**config.mk**
```make
export PLATFORM = sky130hd
export DESIGN_NAME = imem_loader
export DESIGN_NICKNAME = d
export VERILOG_FILES = /design/src/rtl/imem_loader.sv
export SDC_FILE = /design/constraint.sdc
export NUM_CORES = 1
export LEC_CHECK = 0
export BUFFER_PORTS_ARGS = -buffer_cell sky130_fd_sc_hd__buf_2
export CAP_MARGIN = 20
export CORE_UTILIZATION = 55
export CTS_CLUSTER_DIAMETER = 200
export DETAILED_ROUTE_END_ITERATION = 8
export PLACE_DENSITY_LB_ADDON = 0.05
export SLEW_MARGIN = 20
export SYNTH_ARGS = -nofsm -noshare
export SYNTH_HDL_FRONTEND = slang
export SYNTH_SLANG_ARGS = --single-unit
```
**constraint.sdc**
```tcl
create_clock -name clk -period 2.35 [get_ports clk]
set_input_delay 0.1175 -clock clk [delete_from_list [all_inputs] [get_ports clk]]
set_output_delay 0.1175 -clock clk [all_outputs]
set_load 0.02 [all_outputs]
```
**src/rtl/imem_loader.sv**
```systemverilog
// imem_loader: byte-stream boot loader for the instruction memory.
// Takes LEN (word count N), 4N little-endian payload bytes and an 8-bit
// additive checksum. Each payload word is written to the instruction memory
// one cycle after its fourth byte is accepted. The core is held in reset while
// a load is active.
// Ports:
//   clk, rst        clock, asynchronous active-low reset
//   start           one-cycle pulse; starts a load (ignored while a load is active)
//   in_data/in_valid/in_ready  byte stream; a transfer is in_valid && in_ready
//   mem_we/mem_addr/mem_wdata  single-cycle word write port
//   cpu_hold        keeps the core in reset during a load or after a failed load
//   done/err        sticky load status
//   words_written   number of words written in the current load
module imem_loader #(
    parameter int unsigned ADDR_W = 6,
    parameter int unsigned DEPTH  = 64
) (
    input  logic              clk,
    input  logic              rst,
    input  logic              start,
    input  logic [7:0]        in_data,
    input  logic              in_valid,
    output logic              in_ready,
    output logic              mem_we,
    output logic [ADDR_W-1:0] mem_addr,
    output logic [31:0]       mem_wdata,
    output logic              cpu_hold,
    output logic              done,
    output logic              err,
    output logic [ADDR_W:0]   words_written
);

    localparam int unsigned CNT_W = ADDR_W + 1;

    typedef enum logic [2:0] {
        S_IDLE, S_LEN, S_DATA, S_CSUM, S_DONE, S_ERR
    } state_t;

    state_t             state_q, state_d;
    logic               in_ready_q, in_ready_d;
    logic               mem_we_q, mem_we_d;
    logic [ADDR_W-1:0]  mem_addr_q, mem_addr_d;
    logic [31:0]        mem_wdata_q, mem_wdata_d;
    logic               cpu_hold_q, cpu_hold_d;
    logic               done_q, done_d;
    logic               err_q, err_d;
    logic [CNT_W-1:0]   words_q, words_d;
    logic [ADDR_W-1:0]  addr_q, addr_d;
    logic [1:0]         idx_q, idx_d;
    logic [7:0]         sum_q, sum_d;
    logic [23:0]        asm_q, asm_d;
    logic [CNT_W-1:0]   len_q, len_d;
    logic               last_q, last_d;

    logic               xfer;
    logic               do_start;
    logic               csum_byte;

    assign xfer = in_valid && in_ready_q;

    // Next-state and output logic
    always_comb begin
        state_d     = state_q;
        mem_we_d    = 1'b0;
        mem_addr_d  = mem_addr_q;
        mem_wdata_d = mem_wdata_q;
        cpu_hold_d  = cpu_hold_q;
        done_d      = done_q;
        err_d       = err_q;
        words_d     = words_q;
        addr_d      = addr_q;
        idx_d       = idx_q;
        sum_d       = sum_q;
        asm_d       = asm_q;
        len_d       = len_q;
        last_d      = last_q;
        do_start    = 1'b0;
        csum_byte   = 1'b0;

        unique case (state_q)
            S_IDLE, S_DONE, S_ERR: begin
                if (start) do_start = 1'b1;
            end
            S_LEN: begin
                if (xfer) begin
                    if (in_data == 8'd0 || 32'(in_data) > DEPTH) begin
                        state_d = S_ERR;
                        err_d   = 1'b1;
                    end else begin
                        len_d   = CNT_W'(in_data);
                        state_d = S_DATA;
                    end
                end
            end
            S_DATA: begin
                // Write cycle bookkeeping; the address stays on the last word
                if (mem_we_q) begin
                    words_d = words_q + CNT_W'(1);
                    if (!last_q) addr_d = addr_q + ADDR_W'(1);
                end
                if (xfer) begin
                    if (last_q) begin
                        // Payload complete: byte arriving during the final write is CSUM
                        csum_byte = 1'b1;
                    end else begin
                        sum_d = sum_q + in_data;
                        unique case (idx_q)
                            2'd0: asm_d[7:0]   = in_data;
                            2'd1: asm_d[15:8]  = in_data;
                            2'd2: asm_d[23:16] = in_data;
                            default: begin
                                mem_we_d    = 1'b1;
                                mem_addr_d  = addr_q;
                                mem_wdata_d = {in_data, asm_q};
                                if (CNT_W'(addr_q) + CNT_W'(1) == len_q) last_d = 1'b1;
                            end
                        endcase
                        idx_d = idx_q + 2'd1;
                    end
                end else if (last_q) begin
                    state_d = S_CSUM;
                end
            end
            S_CSUM: begin
                if (xfer) csum_byte = 1'b1;
            end
            default: state_d = S_IDLE;
        endcase

        if (csum_byte) begin
            if (in_data == sum_q) begin
                state_d    = S_DONE;
                done_d     = 1'b1;
                cpu_hold_d = 1'b0;
            end else begin
                state_d = S_ERR;
                err_d   = 1'b1;
            end
        end

        if (do_start) begin
            state_d    = S_LEN;
            cpu_hold_d = 1'b1;
            done_d     = 1'b0;
            err_d      = 1'b0;
            words_d    = '0;
            addr_d     = '0;
            idx_d      = '0;
            sum_d      = '0;
            last_d     = 1'b0;
        end

        in_ready_d = (state_d == S_LEN) || (state_d == S_DATA) || (state_d == S_CSUM);
    end

    // State and output registers
    always_ff @(posedge clk or negedge rst) begin
        if (!rst) begin
            state_q     <= S_IDLE;
            in_ready_q  <= 1'b0;
            mem_we_q    <= 1'b0;
            mem_addr_q  <= '0;
            mem_wdata_q <= '0;
            cpu_hold_q  <= 1'b0;
            done_q      <= 1'b0;
            err_q       <= 1'b0;
            words_q     <= '0;
            addr_q      <= '0;
            idx_q       <= '0;
            sum_q       <= '0;
            asm_q       <= '0;
            len_q       <= '0;
            last_q      <= 1'b0;
        end else begin
            state_q     <= state_d;
            in_ready_q  <= in_ready_d;
            mem_we_q    <= mem_we_d;
            mem_addr_q  <= mem_addr_d;
            mem_wdata_q <= mem_wdata_d;
            cpu_hold_q  <= cpu_hold_d;
            done_q      <= done_d;
            err_q       <= err_d;
            words_q     <= words_d;
            addr_q      <= addr_d;
            idx_q       <= idx_d;
            sum_q       <= sum_d;
            asm_q       <= asm_d;
            len_q       <= len_d;
            last_q      <= last_d;
        end
    end

    assign in_ready      = in_ready_q;
    assign mem_we        = mem_we_q;
    assign mem_addr      = mem_addr_q;
    assign mem_wdata     = mem_wdata_q;
    assign cpu_hold      = cpu_hold_q;
    assign done          = done_q;
    assign err           = err_q;
    assign words_written = words_q;

endmodule

```
* Word-level counts from Yosys, hierarchy flattened
Cells that the tools add are included.
Operators by class: $add $sub $neg 5, $lt $le $gt $ge 1, equality and inequality tests 13, muxes and demuxes 51, bitwise gates (word level) 3, reduce and logical (&&, ||, !) cells 25
Operators with widths (number):
- 8-bit 2-to-1 mux | 4
- 1-bit 2-to-1 mux | 28
- 6-bit 2-to-1 mux | 4
- 7-bit 2-to-1 mux | 3
- 3-bit 2-to-1 mux | 6
- 4-bit AND reduction | 4
- 3-bit by 2-bit equality test with 1-bit output, second input constant | 4
- 2-bit nonzero test | 5
- 3-bit case mux with 3 select lines | 1
- 3-bit AND reduction | 3
- 8-bit adder | 1
- 8-bit equality test | 1
- 8-bit by 7-bit greater-than comparator with 1-bit output, second input constant | 1
- 8-bit logical NOT | 1
- 2-bit 2-to-1 mux | 4
- 6-bit by 1-bit adder with 7-bit output, second input constant | 1
- 7-bit by 1-bit adder with 7-bit output, second input constant | 1
- 7-bit equality test | 1
- 6-bit by 1-bit adder with 6-bit output, second input constant | 1
- 3-bit by 1-bit equality test with 1-bit output, second input constant | 2
- 3-bit equality test, second input constant | 2
- 2-bit AND reduction | 3
- 3-bit OR reduction | 2
- 4-bit OR reduction | 1
- other kinds (10) | 14
Word-level totals: register bits 101, output and inout bits 50, logic and storage cells 115

* Longest topological paths before layout
Gate-level depths: netlist (run 1).
depth after elaboration 10, gate-level depth with buffers 8, gate-level depth less buffers 8

* Least setup slack after synthesis (run 1)
No wires, ideal clock.
path kind register -> register, start point reg state_q[2], end point reg mem_wdata_q[25] (netlist: mem_wdata[25]), setup time 125 ps, data arrival time 1872 ps, required time 2225 ps, path slack 353 ps, cell stages (with the launch flop) 8, cell sequence dfrtp_1 > or3b_1 > nor2_1 > nand2_1 > nor2_1 > buf_2 > buf_2 > mux2_2
On the way: word-level cells in the longest chain between the ends 2
RTL lines:
- from (decl) | RTL line 39 | state_t state_q, state_d;
- from (signal assigned) | RTL line 175 | state_q <= state_d;
- 3-bit by 2-bit equality test with 1-bit output | RTL line 80 | unique case (state_q)
- 4-bit AND reduction (no line)
- to (signal assigned) | RTL line 179 | mem_wdata_q <= mem_wdata_d;
- to (decl) | RTL line 43 | logic [31:0] mem_wdata_q, mem_wdata_d;
No other way between the ends. A chain may end at the register's enable or synchronous reset.

* Worst setup path after layout (run 1)
start point reg state_q[2], end point reg sum_q[6]
On the way: word-level cells in the longest chain between the ends 5, elaborated cells between the ends (all ways) 11, those cells by class eq/ne: 4; mux: 2; reduce/logical: 5
RTL lines:
- 3-bit equality test / 3-bit logical NOT (equally long branches) | RTL line 80
- 3-bit OR reduction | RTL line 80
- 1-bit 2-to-1 mux | RTL line 80
- 2-bit by 1-bit != test with 1-bit output (no line) / 2-bit nonzero test (equally long branches)
- 3-bit AND reduction (no line)
- to (signal assigned) | RTL line 186 | sum_q <= sum_d;
- to (decl) | RTL line 50 | logic [7:0] sum_q, sum_d;
Several ways; a longest one is shown, not always the timed one.

==> results of run 1 <==
==> layer usage <==
metal | share of wire | track usage | vias up
met1 | 0.46 | 0.3105 | 1510
li1 | - | - | 1478
met5 | 0 | 0 | -
met3 | 0.029 | 0.03530 | 12
met4 | 0.017 | 0.09359 | 0
met2 | 0.49 | 0.3738 | 56
==> power groups by stage <==
stage	Clock [W]	Combinational [W]	Sequential, W
global placement	0	0.000647	0.00206
detailed placement	0	0.000661	0.00207
global route	0.00116	0.000740	0.00206
floorplan	0	0.000450	0.00206
finish	0.00107	0.000662	0.00203
CTS	0.00110	0.000666	0.00203
==> cells by family (layout without fill, tap and decap cells) <==
family                   after synthesis  count (layout)
flip-flops                           101             101
AND/OR/NAND/NOR                       99              99
multiplexers                          66              66
AO/OA/AOI/OAI                         50              50
buffers and inverters                 23              98
XOR/XNOR                              22              22
adder cells (fa/ha/maj)               14              14
==> worst max-delay path by stage <==
stage | start | end | slack (ns)
after global placement | state_q[2] | sum_q[6] | 0.30
after detailed placement | state_q[2] | sum_q[6] | 0.25
after global routing | state_q[2] | sum_q[6] | 0.14
after floorplan | state_q[2] | mem_wdata[25] | 0.35
after CTS | state_q[2] | sum_q[6] | 0.21
final | state_q[2] | sum_q[6] | 0.19
==> timing repair <==
item | 4_1_cts | 5_1_grt
buffers inserted | 0 | 0
hold endpoints to repair | 60 | 0
hold buffers | 1 | 0
==> cell usage after synthesis, types with 6 or more instances <==
master	number	share of area
o21ai_0	17	0.019
a21oi_1	12	0.013
mux2_2	66	0.16
xor2_1	13	0.025
clkbuf_1	8	0.0066
nor3_1	6	0.0066
nand2_1	23	0.019
nor2_1	24	0.020
dfrtp_1	101	0.56
xnor2_1	9	0.017
inv_1	10	0.0083
nand3_1	18	0.020
ha_1	13	0.036
==> layout make-up <==
class	count	area (sq um)
tap	102	127.6
multi-input combinational	251	1937
inverter	10	37.54
sequential	101	2527
clock buffer	9	123.9
fill	631	2614
timing repair buffer	72	417.9
clock inverter	7	62.56
==> state kept, by name (all words and copies together) (netlist names) <==
register	flops
mem_wdata	32
asm_q	24
sum_q	8
len_q	7
words_written	7
addr_q	6
mem_addr	6
state_q	3
idx_q	2
cpu_hold	1
done	1
err	1
in_ready	1
last_q	1
mem_we	1
==> stage by stage <==
stage	hold WS, ns	utilization	instance area, sq um	total power, W
floorplan	-0.1781	-	4549	0.002506
global placement	0.008164	0.6419	5037	0.002704
detailed placement	0.009801	0.6419	5037	0.002730
CTS	0.05015	0.6669	5234	0.003796
global route	0.05969	0.6669	5234	0.003957
finish	0.07225	0.6669	5234	0.003762
==> impl_metrics.csv, run 1 <==
group,metric,value,unit
synth,synthXorXnorAreaFrac,0.04235,
worst_setup_path,r2r_setup_slack,0.19,ns
synth,synthAdderAreaFrac,0.04015,
power_and_ir_drop,power.density,718.7,mW/mm^2
synth,avgSynthCellArea,12.13,sq um
cts,cts_tree,"yes",
worst_setup_path,crit_cells,5,
cts,clkLatencyLatePin,0.37,ns
worst_setup_path,cp_max_fo,8,
route,drtAntennaViolNets,0,
worst_setup_path,reg2regPathDepth,5,
hold_path,worstHoldPathType,"primary input to flop",
grt,antenna_found_initial,0,
floorplan,initial_utilization,0.5797,
final_layout,final_cell_mix,"101 x dfrtp_1, 66 x mux2_2, 60 x buf_2",
sta,period_minus_slack,2.156,ns
grt,grt_pass1_wl,14870,um
final_layout,drive_gt1_frac,0.3489,
sta,rsz0062_at_grt,"no",
worst_setup_path,cp-start-kind,"flop",
sta,hold_viol,0,
synth,synth_top_family_by_area,"multiplexers",
cts,clockBufferDepth,2,
power_and_ir_drop,switching_share,0.3048,
worst_setup_path,required,2.66,ns
worst_setup_path,rr_endpoint,"sum_q[6]",
final_layout,diodes,0,
synth,synthFlopType,"dfrtp_1",
placement,gp_congestion,0.8458,
worst_setup_path,worstSetupPathType,"flop to flop",
synth,synth_simple_gate_area_frac,0.1089,
placement,dp_hpwl,6286,um
worst_setup_path,worstPathArrival,2.47,ns
route,drt_iter0_drc,126,
synth,synthCells,375,
hold_path,hold_depth,2,
synth,syn_nets,401,
route,drt_wl_total,9016,um
floorplan,fp-row-count,32,
cts,ctsRootBufferMaster,"clkbuf_8",
worst_setup_path,critPathMaxStageDelay,0.45,ns
sta,setup_violations,0,
worst_setup_path,crit_slowest_cell,"or3b_1",
power_and_ir_drop,netSwitchingPower,0.001147,W
power_and_ir_drop,p_seq_frac,0.541,
synth,ys_ff_latch,101,
synth,synth_mux_area_frac,0.1634,
synth,synth.distinct_cells,46,
sta,tightest_slew,0.4488,ns
worst_setup_path,path_cells,"or3b_1, or3_1, or3_1, or3_1, nand3_1",
sta,max-slew-margin-rel,0.7008,
synth,ys_seq_area_frac,0.5556,
grt,grt_usage,0.2304,
worst_setup_path,path_common_cell,"or3_1",
power_and_ir_drop,p_leak,2.701,nW
synth,syn_area,0.004549,sq mm
sta,fmax,463.8,MHz
grt,grt_max_degree,85,
synth,synth_edf_count,0,
grt,grt_pass1_vias,2967,
synth,synthArstFlopShare,1.000,
sta,setup_ws,0.1938,ns
floorplan,pin_count,62,
placement,pre_cts_ws,0.2456,ns
hold_path,min_to,"mem_wdata[25]",
synth,synth_compound_area_frac,0.06931,
floorplan,dieArea,0.008640,sq mm
power_and_ir_drop,peakVddDrop,0.3613,mV
hold_path,min_from,"in_data[1]",
flow_run,cap_violations,0,
cts,htreeDepth,3,
floorplan,fp.dieW,92.95,um
grt,grt-ovfl-total,0,
worst_setup_path,r2r-start,"state_q[2]",
route,viasPerCell,5.536,
floorplan,die_y,92.95,um
route,routedWlPerCell,16.33,um
placement,place_inst,535,
route,drtPass1Iterations,4,
cts,clkSinkCount,101,
cts,cts_resized,0,
worst_setup_path,cp-end-kind,"flop",
synth,yosys_warnings,0,
sta,timing.final.crit_share,0.9176,
sta,setup_tns,0,ns
power_and_ir_drop,power.internal,0.002615,W
floorplan,core,0.007848,sq mm
route,vias,3056,
cts,cts_buffers,9,
final_layout,final_cells,552,
final_layout,layout_commonest_cell,"dfrtp_1",
cts,clkTransAtPathRegs,0.10,ns
final_layout,syn_to_final_growth,15.04,%
route,drc,0,
power_and_ir_drop,clkPwrFrac,0.283,
final_layout,fin_nets,471,
run_status,status,"finished clean",
worst_setup_path,cp_top_family,"simple AND/OR/NAND/NOR gates",
placement,portBuffers,61,
sta,drv_slew,0,
power_and_ir_drop,combPwrFrac,0.176,
worst_setup_path,cp.buffers_inverters,0,
sta,skew,0.009692,ns
(Power assumes the default switching activity.)
==> run 2: changes to the inputs <==
--- a/config.mk
+++ b/config.mk
@@ -5,11 +5,12 @@
 export SDC_FILE = /design/constraint.sdc
 export NUM_CORES = 1
 export LEC_CHECK = 0
-export BUFFER_PORTS_ARGS = -buffer_cell sky130_fd_sc_hd__buf_2
+export ABC_AREA = 1
 export CAP_MARGIN = 20
 export CORE_UTILIZATION = 55
 export CTS_CLUSTER_DIAMETER = 200
 export DETAILED_ROUTE_END_ITERATION = 8
+export DONT_BUFFER_PORTS = 1
 export PLACE_DENSITY_LB_ADDON = 0.05
 export SLEW_MARGIN = 20
 export SYNTH_ARGS = -nofsm -noshare
==> run 2 against run 1 <==
Power grew 22%. Count of clock-buffer cells in the layout increased by 1. Via count up 9.8%. The flow now finishes with violations (hold timing). Critical endpoint unchanged. Die area up 1.5%. Sequential share of layout area grew 2.5 points. Sequential power up 11%. Worst setup slack better by 0.33 ns. Critical path depth up 7. Routed wire length up 6.5%. Final area decreased by 5.0%. Cell count increased by 17%. Highest routed layer unchanged.
==> impl_metrics.csv, run 2 <==
group,metric,value,unit
run_status,status,"complete, but fails checks",
run_status,violations,"hold timing",
synth,synth_common_cells,"142 x nand2_1, 101 x dfrtp_1, 70 x inv_1",
floorplan,dieArea,0.008772,sq mm
power_and_ir_drop,p_seq_frac,0.490,
grt,grt_max_degree,102,
route,viasPerCell,5.213,
grt,grt_use_met1,0.3351,
placement,dp_hpwl,6453,um
synth,synthCells,527,
route,drt_wl_total,9602,um
power_and_ir_drop,p_leak,2.497,nW
cts,cts_tree,"yes",
synth,synth.distinct_cells,34,
synth,yosysTopAreaCellShare,0.5470,
synth,synth_edf_count,0,
route,routedWlPerCell,14.91,um
cts,cts_buffers,9,
cts,clkLatencyLatePin,0.37,ns
flow_run,cap_violations,0,
cts,cts_resized,0,
worst_setup_path,cp-start-kind,"primary input",
final_layout,diodes,0,
floorplan,initial_utilization,0.5652,
worst_setup_path,worstSetupPathType,"primary input to flop",
synth,synthArstFlopShare,1.000,
synth,ys_seq_area_frac,0.5470,
synth,yosys_warnings,0,
synth,yosysTopAreaCell,"dfrtp_1",
power_and_ir_drop,clkPwrFrac,0.259,
route,drtAntennaViolNets,0,
floorplan,pin_count,62,
grt,grt_usage,0.2451,
sta,setup_violations,0,
sta,setup_tns,0,ns
final_layout,largest_reg_flops,32,
hold_path,worstHoldPathType,"primary input to asynchronous set/reset pin",
route,drt_iter0_drc,125,
grt,grt-ovfl-total,0,
worst_setup_path,cp_max_fo,4,
grt,antenna_found_initial,0,
sta,max-slew-margin-rel,0.5328,
power_and_ir_drop,netSwitchingPower,0.001623,W
sta,period_minus_slack,1.823,ns
worst_setup_path,critPathMaxStageDelay,0.68,ns
final_layout,layout_commonest_cell,"nand2_1",
final_layout,drive_gt1_frac,0.07792,
worst_setup_path,path_cells,"dlygate4sd3_1, inv_2, fa_1, nand3b_1, nand2_1, nand2_1, nand2_1, nand2_1, nand2_1, a21oi_1, o21ai_0, nand2_1",
grt,grt_use_met2,0.3824,
power_and_ir_drop,combPwrFrac,0.251,
sta,hold_viol,101,
route,vias,3357,
grt,busiest_layer,"met2",
cts,clockBufferDepth,2,
grt,grt_pass1_vias,3312,
synth,ys_ff_latch,101,
worst_setup_path,worstPathArrival,2.08,ns
cts,hold_buffers,8,
power_and_ir_drop,power.internal,0.002972,W
sta,drv_slew,0,
power_and_ir_drop,power.density,924.3,mW/mm^2
route,drtPass1Iterations,5,
power_and_ir_drop,power,0.004596,W
sta,skew,0.01180,ns
cts,htreeDepth,3,
route,drc,0,
placement,gp_congestion,0.8685,
floorplan,fp.dieW,93.66,um
final_layout,final_cell_mix,"142 x nand2_1, 101 x dfrtp_1, 70 x inv_1",
cts,clkSinkCount,101,
worst_setup_path,path_common_cell,"nand2_1",
final_layout,fill_cells,742,
worst_setup_path,required,2.61,ns
worst_setup_path,crit_slowest_cell,"dlygate4sd3_1",
synth,yosysMostFrequentCell,"nand2_1",
synth,synth_area_leaders,"dfrtp_1 55%, nand2_1 12%, inv_1 5.7%",
synth,syn_nets,553,
sta,tightest_slew,0.7009,ns
final_layout,fin_nets,560,
sta,fmax,548.6,MHz
synth,syn_area,0.004621,sq mm
final_layout,syn_to_final_growth,7.609,%
cts,ctsRootBufferMaster,"clkbuf_8",
synth,synthFlopType,"dfrtp_1",
grt,grt_pass1_wl,16280,um
power_and_ir_drop,switching_share,0.3532,
worst_setup_path,cp-end-kind,"flop",
cts,clkTransAtPathRegs,0.11,ns
grt,grtUsageMet3,0.05663,
floorplan,die_y,93.66,um
floorplan,fp-row-count,33,
sta,rsz0062_at_grt,"no",
placement,portBuffers,0,
sta,hold_ws,-0.5784,ns
floorplan,core,0.008175,sq mm
synth,avgSynthCellArea,8.768,sq um
power_and_ir_drop,peakVddDrop,0.4729,mV
cts,cts_setup_buffers,0,
sta,timing.final.crit_share,0.7756,
-- run 2: cell types whose count changed after synthesis, sizes merged, moves of 5 or more --
cell,delta
xnor2,-7
inv,+68
mux2,-66
xor2,-8
clkbuf,-5
o21ai,+69
or3,-5
buf,+5
nand2,+124
-- run 2: final timing paths --
| kind | endpoint | start | cells past startpoint | slack [ns] |
|---|---|---|---|---|
| setup / recovery | sum_q[6] | in_data[1] | 12 | 0.53 |
| hold / removal | mem_wdata[13] | rst | 0 | -0.58 |
| setup reg to reg | asm_q[5] | in_ready | 5 | 0.54 |
| hold reg to reg | sum_q[5] | sum_q[5] | 2 | 0.50 |
| max in group asynchronous | sum_q[6] | rst | 0 | 2.78 |
| min in group clk | sum_q[0] | in_data[0] | 2 | 0.06 |
-- run 2: power by group through the flow --
stage                     clock network (W)  logic, W  registers, W
after global routing                0.00129   0.00133       0.00229
final                               0.00119   0.00115       0.00225
after global placement                    0   0.00109       0.00227
after detailed placement                  0   0.00112       0.00229
after CTS                           0.00122   0.00116       0.00225
after floorplan                           0  0.000914       0.00224
-- run 2: cell families (layout without fill, tap and decap cells) --
group           Yosys count  count (layout)  share of synthesized area
xor+xnor                  7               7                    0.01327
fa+ha+maj                14              14                    0.03954
flops                   101             101                     0.5470
compound gates          110             110                     0.1273
simple gates            204             204                     0.1906
buf+inv                  91             103                    0.08232
-- run 2: routing by layer --
layer  routed length (um)  vias up
met5                    0        -
met4                  165        0
met3                  523       14
met2                 4418       84
met1                 4495     1567
li1                     -     1692
-- run 2: area by class of cell --
class | count | area, sq um | area share
inverter | 78 | 292.8 | 0.05888
clock inverter | 6 | 77.57 | 0.01560
multi-input combinational | 335 | 1718 | 0.3455
timing repair buffer | 9 | 87.58 | 0.01761
sequential | 101 | 2527 | 0.5083
clock buffer | 10 | 137.6 | 0.02768
tap | 105 | 131.4 | 0.02642
-- run 2: metrics by stage --
stage               worst slack, ns  instances  hold WS [ns]  utilization  area, sq um
finish                       0.5273        644       -0.5784       0.6082         4972
global route                 0.3051        644       -0.6074       0.6082         4972
CTS                          0.5323        644       -0.5935       0.6082         4972
detailed placement           0.5618        620       -0.1758       0.5721         4677
global placement             0.5844        620       -0.1757       0.5721         4677
floorplan                    0.7152        527       -0.1781            -         4621
-- run 2: worst max-delay path, delay by kind of cell --
kind            cells  cell delay [ns]
simple gates        7             0.57
buf+inv             2             0.79
fa+ha+maj           1             0.47
compound gates      2             0.12
==> run 3: changes to the inputs <==
==> constraint.sdc (replaced) <==
create_clock -name clk -period 1.5 [get_ports clk]
set_input_delay 0.075 -clock clk [delete_from_list [all_inputs] [get_ports clk]]
set_output_delay 0.075 -clock clk [all_outputs]
set_load 0.02 [all_outputs]
==> run 3 against run 2 <==
Critical path type is now flop to flop. Largest cell class unchanged. Final area increased by 14%. The flow finishes with violations (hold timing, setup timing). Largest power group unchanged. Cell count increased by 7.0%. Count of clock-buffer cells in the layout unchanged.
==> impl_metrics.csv, run 3 (synthesis results as in run 2) <==
group,metric,value,unit
final_layout,syn_to_final_growth,22.15,%
floorplan,fp-row-count,33,
final_layout,regArea,0.002527,sq mm
power_and_ir_drop,power.internal,0.005193,W
floorplan,dieArea,0.008772,sq mm
worst_setup_path,cp_top_family,"simple AND/OR/NAND/NOR gates",
placement,pre_cts_ws,-0.1697,ns
power_and_ir_drop,switching_share,0.3484,
grt,grt-ovfl-total,0,
route,drt_iter0_drc,234,
cts,clkLatencyLatePin,0.37,ns
grt,grt_max_degree,102,
worst_setup_path,cp-start-kind,"flop",
floorplan,core,0.008175,sq mm
sta,hold_viol,101,
flow_run,cap_violations,0,
power_and_ir_drop,netSwitchingPower,0.002776,W
grt,grt_pass1_wl,16840,um
floorplan,initial_utilization,0.5652,
cts,cts_buffers,9,
route,drt_wl_total,10570,um
route,drtPass1Iterations,4,
floorplan,die_y,93.66,um
final_layout,diodes,0,
grt,grt_usage,0.2536,
placement,dp_hpwl,6709,um
final_layout,multiInputGateArea,0.001952,sq mm
cts,htreeDepth,3,
worst_setup_path,worstPathArrival,1.96,ns
route,drtAntennaViolNets,0,
sta,drv_slew,0,
placement,gp_congestion,0.8719,
route,viasPerCell,5.215,
worst_setup_path,cp.buffers_inverters,1,
final_layout,drive_gt1_frac,0.2123,
final_layout,largest_reg_flops,32,
worst_setup_path,cp-end-kind,"flop",
cts,clockBufferDepth,2,
power_and_ir_drop,peakVddDrop,0.8064,mV
power_and_ir_drop,power.density,1412,mW/mm^2
route,routedWlPerCell,15.33,um
sta,timing.final.crit_share,1.131,
route,drc,0,
cts,hold_buffers,9,
worst_setup_path,crit_slowest_cell,"dfrtp_1",
sta,period_minus_slack,1.697,ns
cts,clkTransAtPathRegs,0.10,ns
worst_setup_path,required,1.77,ns
floorplan,pin_count,62,
run_status,violations,"hold timing, setup timing",
route,vias,3593,
worst_setup_path,path_cells,"ha_4, inv_2, fa_2, nand3b_1, nand2_1, nand2_1, nand2_1, nand2_1, nand2_2, a21oi_2, o21ai_1, nand2_1",
grt,antenna_found_initial,0,
run_status,status,"complete, but fails checks",
final_layout,fill_cells,639,
sta,rsz0062_at_grt,"yes",
worst_setup_path,path_common_cell,"nand2_1",
hold_path,worstHoldPathType,"primary input to asynchronous set/reset pin",
power_and_ir_drop,p_seq_frac,0.441,
sta,tightest_slew,0.3323,ns
sta,setup_tns,-0.5281,ns
worst_setup_path,critPathMaxStageDelay,0.40,ns
sta,skew,0.01446,ns
worst_setup_path,worstSetupPathType,"flop to flop",
sta,setup_ws,-0.1965,ns
grt,grt_pass1_vias,3417,
final_layout,final_cell_mix,"134 x nand2_1, 101 x dfrtp_1, 64 x inv_1",
final_layout,layout_commonest_cell,"nand2_1",
cts,clkSinkCount,101,
power_and_ir_drop,combPwrFrac,0.316,
cts,cts_tree,"yes",
power_and_ir_drop,clkPwrFrac,0.243,
power_and_ir_drop,p_leak,2.759,nW
floorplan,fp.dieW,93.66,um
sta,setup_violations,6,
sta,max-slew-margin-rel,0.7777,
worst_setup_path,cp_max_fo,2,
cts,ctsRootBufferMaster,"clkbuf_8",
placement,portBuffers,0,
final_layout,fin_nets,605,
sta,hold_ws,-0.6177,ns
sta,fmax,589.4,MHz
==> run 3: power by group through the flow <==
stage                     clock network, W  logic [W]  registers (W)
after floorplan                          0    0.00144        0.00351
after detailed placement                 0    0.00200        0.00353
after global routing               0.00208    0.00285        0.00357
final                              0.00193    0.00252        0.00351
after global placement                   0    0.00195        0.00351
after CTS                          0.00196    0.00211        0.00348
==> run 3: layer usage <==
metal / track usage / vias up / share of wire
li1: - / 1790 / -
met1: 0.3476 / 1708 / 0.46
met2: 0.4038 / 82 / 0.47
met3: 0.05097 / 13 / 0.048
met4: 0.08590 / 0 / 0.017
met5: 0 / - / 0
==> run 3: area by class of cell <==
cell class | count | area share
sequential | 101 | 0.4478
multi-input combinational | 337 | 0.3458
inverter | 78 | 0.05365
clock inverter | 6 | 0.01640
clock buffer | 10 | 0.02261
tap | 105 | 0.02328
timing repair buffer | 52 | 0.09045
==> run 3: final timing paths <==
path                            start           end  slack (ns)  cells after the start
max                          sum_q[0]      sum_q[6]       -0.20                     12
max reg2reg                  sum_q[0]      sum_q[6]       -0.20                     12
min in group clk           in_data[0]      sum_q[0]        0.03                      2
max in group asynchronous         rst      sum_q[7]        1.99                      0
min reg2reg                  asm_q[5]  mem_wdata[5]        0.51                      2
min                               rst  mem_wdata[0]       -0.62                      0
==> run 3: timing repair <==
item / in CTS / in global routing
gates cloned: 0 / 2
setup endpoints to repair: 13 / 54
pin swaps: 6 / 16
resized for setup: 14 / 49
setup buffers: 3 / 10
endpoints found under the hold margin: 140 / 101
==> run 3: through the flow <==
step / power [W] / instances / utilization / instance area, sq um
after detailed placement: 0.005531 / 650 / 0.6082 / 4972
after global routing: 0.008494 / 689 / 0.6904 / 5644
after floorplan: 0.004944 / 527 / - / 4628
after global placement: 0.005462 / 650 / 0.6082 / 4972
after CTS: 0.007554 / 677 / 0.6547 / 5353
final: 0.007969 / 689 / 0.6904 / 5644
